File: config.mk
export PLATFORM = sky130hd
export DESIGN_NAME = sign_extender
export DESIGN_NICKNAME = d
export VERILOG_FILES = /design/src/rtl/sign_extender.sv
export SDC_FILE = /design/constraint.sdc
export NUM_CORES = 1
export LEC_CHECK = 0
export CORE_ASPECT_RATIO = 1.4
export CORE_MARGIN = 2
export CORE_UTILIZATION = 28
export CTS_BUF_LIST = sky130_fd_sc_hd__clkbuf_4
export CTS_CLUSTER_SIZE = 40
export DETAILED_ROUTE_END_ITERATION = 12
export GPL_TIMING_DRIVEN = 0
export PLACE_DENSITY_LB_ADDON = 0.25
export RECOVER_POWER = 25
export SYNTH_ARGS = -nofsm -noshare
export SYNTH_HDL_FRONTEND = slang
export SYNTH_SLANG_ARGS = --single-unit
File: constraint.sdc
create_clock -name clk -period 2.8 [get_ports clk]
set_input_delay 0.56 -clock clk [delete_from_list [all_inputs] [get_ports clk]]
set_output_delay 0.56 -clock clk [all_outputs]
set_load 0.03 [all_outputs]
File: src/rtl/sign_extender.sv
// rtl/sign_extender.sv - 16-to-32 bit width extension: combinational sign16 plus registered mode-selectable path
module sign_extender #(
    parameter int IN_W  = 16,
    parameter int OUT_W = 32
) (
    input  logic             clk,
    input  logic             rst_n,
    input  logic [IN_W-1:0]  data_in,
    input  logic [1:0]       mode,
    input  logic             in_valid,
    output logic [OUT_W-1:0] data_out,
    output logic [OUT_W-1:0] data_q,
    output logic             out_valid,
    output logic             neg_q
);

    // Mode encodings for the registered path
    localparam logic [1:0] MODE_SIGN16 = 2'b00;
    localparam logic [1:0] MODE_ZERO16 = 2'b01;
    localparam logic [1:0] MODE_SIGN8  = 2'b10;
    localparam logic [1:0] MODE_ZERO8  = 2'b11;

    localparam int HI16_W = OUT_W - IN_W;
    localparam int HI8_W  = OUT_W - 8;

    logic [OUT_W-1:0] w_sign16;
    logic [OUT_W-1:0] w_ext;

    logic [OUT_W-1:0] r_data_q;
    logic             r_out_valid;
    logic             r_neg_q;

    // Halfword sign extension shared by the ALU operand path and the sign16 mode
    assign w_sign16 = {{HI16_W{data_in[IN_W-1]}}, data_in};

    // Combinational operand path: independent of mode, clock and reset
    assign data_out = w_sign16;

    // Mode-selected extension feeding the capture register; byte modes ignore the upper input byte
    always_comb begin
        w_ext = '0;
        case (mode)
            MODE_SIGN16: w_ext = w_sign16;
            MODE_ZERO16: w_ext = {{HI16_W{1'b0}}, data_in};
            MODE_SIGN8:  w_ext = {{HI8_W{data_in[7]}}, data_in[7:0]};
            MODE_ZERO8:  w_ext = {{HI8_W{1'b0}}, data_in[7:0]};
            default:     w_ext = '0;
        endcase
    end

    // Capture register: load on in_valid, hold otherwise; out_valid pulses one cycle per accepted input
    always_ff @(posedge clk or negedge rst_n) begin
        if (!rst_n) begin
            r_data_q    <= '0;
            r_neg_q     <= 1'b0;
            r_out_valid <= 1'b0;
        end else begin
            r_out_valid <= in_valid;
            if (in_valid) begin
                r_data_q <= w_ext;
                r_neg_q  <= w_ext[OUT_W-1];
            end
        end
    end

    assign data_q    = r_data_q;
    assign out_valid = r_out_valid;
    assign neg_q     = r_neg_q;

endmodule

==> impl_metrics.py <==
metrics = {
    "outcome": {
        "outcome": "completed",
    },
    "power": {
        "power_density_nw_per_um2": 425.0,
        "p_clk_share_pct": 14.8,
        "netSwitchingPower_w": 0.0003139,
        "p_comb_share_pct": 50.3,
        "p_leak_nw": 0.9151,
        "switching_share_pct": 36.21,
        "max-vdd-ir-drop_mv": 0.2326,
        "power_frac_seq_pct": 35.0,
        "intPower_w": 0.0005530,
    },
    "drt": {
        "first_pass_iters": 5,
        "vias": 980,
        "final_antenna_net_count": 0,
        "drt-total-wl_um": 2903,
        "viasPerCell": 4.100,
        "drt-initial-drc-count": 23,
        "drc_errors": 0,
        "wl_per_cell_um": 12.15,
    },
    "placement": {
        "place_congestion": 0.6753,
        "dp_hpwl_um": 2439,
        "port_buffers": 85,
    },
    "floorplanning": {
        "die_h_um": 78.87,
        "start_util_pct": 28.86,
        "ios": 87,
        "design.die.area_sq_um": 4533,
        "core_area_sq_um": 3885,
        "row_count": 27,
        "die_w_um": 57.48,
    },
    "finish": {
        "area_growth_pct": 81.92,
        "n_fill_cell": 371,
        "final_nets": 218,
        "antenna_cells": 0,
        "postLayoutCoreUtil_pct": 52.50,
        "drive_above_1_share_pct": 31.63,
        "mostFrequentLayoutCell": "clkdlybuf4s50_1",
        "most-common-layout-cells": "clkdlybuf4s50_1 (82), buf_4 (49), dfrtp_1 (18)",
        "multiInputGateArea_sq_um": 265.3,
        "seqCellArea_sq_um": 450.4,
    },
    "setup_path": {
        "critPathTopFamily": "buffers and inverters",
        "worstRegToRegCells": 2,
        "path_buf_inv": 3,
        "endpoint": "data_out[26]",
        "timing.rr.start": "data_q[30]",
        "worst-setup-path-type": "in2out",
        "crit_path_end_kind": "primary output",
        "r2r_slack_ns": 1.84,
        "worstPathRequired_ns": 2.24,
        "crit_slowest_cell": "clkdlybuf4s50_1",
        "crit_start": "data_in[15]",
        "worst-path-stages": 3,
        "r2r-end": "data_q[30]",
        "arrival_ns": 2.02,
        "max_stage_delay_ns": 0.67,
        "start_kind": "primary input",
        "cp_max_fo": 19,
        "path_cells": "dlygate4sd2_1, buf_4, clkdlybuf4s50_1",
    },
    "synth": {
        "synth.avg_cell_area_sq_um": 10.48,
        "netlist_area_sq_um": 1121,
        "yosys.area_share.adder_pct": 0,
        "yosys.area_share.simple_pct": 8.705,
        "syn_inst": 107,
        "yosysUniqueCellTypes": 13,
        "synth-xor-area-share_pct": 0,
        "synthesis.nets": 128,
        "synth_compound_area_share_pct": 5.022,
        "synth.area.mux_share_pct": 9.933,
        "yosysSeqAreaShare_pct": 40.18,
        "ys_seq_elements": 18,
        "synth_top_family_by_area": "buffers and inverters",
        "yosysWarnings": 0,
    },
    "cts": {
        "holdBufCountCts": 0,
        "max-clock-path-buffers": 2,
        "root_buffer": "clkbuf_4",
        "cts_resized": 1,
        "htreeDepth": 1,
        "clk_pin_slew_ns": 0.10,
        "clk_latency_ns": 0.28,
        "postCtsSetupBuffers": 0,
        "cts_made_buffers": 3,
        "cts_sinks": 18,
        "cts_tree": "built",
    },
    "timing": {
        "fmax_ghz": 0.3874,
        "setup_violations": 0,
        "slew_violations": 0,
        "fin_hold_ws_ns": 0.5134,
        "rsz0062_at_grt": "no",
        "post-route-period-util_pct": 92.20,
        "skew_ns": 0,
        "slew_headroom_pct": 47.26,
        "worst_pin_slew_ns": 0.7885,
        "min_period_ns": 2.582,
        "hold_viol": 0,
    },
    "global_routing": {
        "grt_max_degree": 20,
        "grt_pass1_wl_um": 4905,
        "grt_pass1_vias": 1058,
        "track_usage_pct": 13.70,
        "overflow": 0,
        "antenna_found_initial": 0,
    },
    "flow_run": {
        "cap_viol_max_count": 0,
    },
    "min_path": {
        "hold_path_class": "reg2reg",
    },
}
## state kept, by name, summed over array words and instances, names as in the netlist
signal / count
data_q: 17
out_valid: 1
## worst register-to-register path, delay by kind of cell, from the launching register on
| kind | cells | cell delay, ns |
|---|---|---|
| buf+inv | 1 | 0.08 |
| compound gates | 1 | 0.16 |
| flops | 1 | 0.65 |
## kinds of logic (layout without fill, tap and decap cells)
| logic type | after synthesis | after routing |
|---|---|---|
| multiplexers | 9 | 9 |
| AO/OA/AOI/OAI | 9 | 9 |
| buffers and inverters | 53 | 142 |
| flip-flops | 18 | 18 |
| AND/OR/NAND/NOR | 18 | 18 |
## power by group through the flow
stage               combinational (W)  sequential [W]  clock, W
floorplan                    0.000203        0.000359         0
global placement             0.000438        0.000307         0
detailed placement           0.000444        0.000309         0
CTS                          0.000444        0.000304  0.000134
global route                 0.000461        0.000308  0.000151
finish                       0.000436        0.000303  0.000128
## how the worst min path moves through the flow
stage / startpoint / to / depth (start not counted)
final: data_q[4] / data_q[4] / 1
after detailed placement: data_q[4] / data_q[4] / 1
after global placement: data_q[4] / data_q[4] / 1
after global routing: data_q[4] / data_q[4] / 1
after CTS: data_q[4] / data_q[4] / 1
after floorplan: rst_n / data_q[0] / 0
## layer usage
metal	routed length, um	track usage (%)	vias up	share of wire (%)
met5	0	0	-	0
met4	40	6.279	0	1.4
met3	272	2.606	2	9.4
met2	1608	25.23	52	55
met1	981	14.64	446	34
li1	-	-	480	-
## synth_stat cells
cell type / instances / area [sq um]
buf_4: 50 / 375.4
dfrtp_1: 18 / 450.4
nand2b_1: 9 / 56.30
a31oi_1: 8 / 50.05
nor2_1: 8 / 30.03
mux2_2: 5 / 56.30
mux2_4: 3 / 45.04
buf_6: 1 / 11.26
buf_8: 1 / 15.01
inv_1: 1 / 3.750
mux2i_1: 1 / 10.01
nand3b_2: 1 / 11.26
o22ai_1: 1 / 6.260
## per-stage QoR
| stage | cell area (sq um) | setup TNS [ns] | instances | total power [W] | setup WS [ns] |
|---|---|---|---|---|---|
| after CTS | 2051 | 0 | 239 | 0.0008823 | 0.1760 |
| after detailed placement | 2026 | -1.348 | 235 | 0.0007533 | -0.09676 |
| final | 2039 | 0 | 239 | 0.0008669 | 0.2184 |
| after global placement | 2026 | -0.2629 | 235 | 0.0007453 | -0.01637 |
| after global routing | 2039 | 0 | 239 | 0.0009189 | 0.08876 |
| after floorplan | 1121 | 0 | 107 | 0.0005622 | 1.246 |
## cell type report
type	instances	area share, %
clock buffer	3	1.104
sequential	18	22.09
tap	43	2.638
buffer	52	19.14
timing repair buffer	85	41.66
multi-input combinational	36	13.01
inverter	1	0.1840
clock inverter	1	0.1840
No activity file was read; power rests on OpenSTA's default activity.
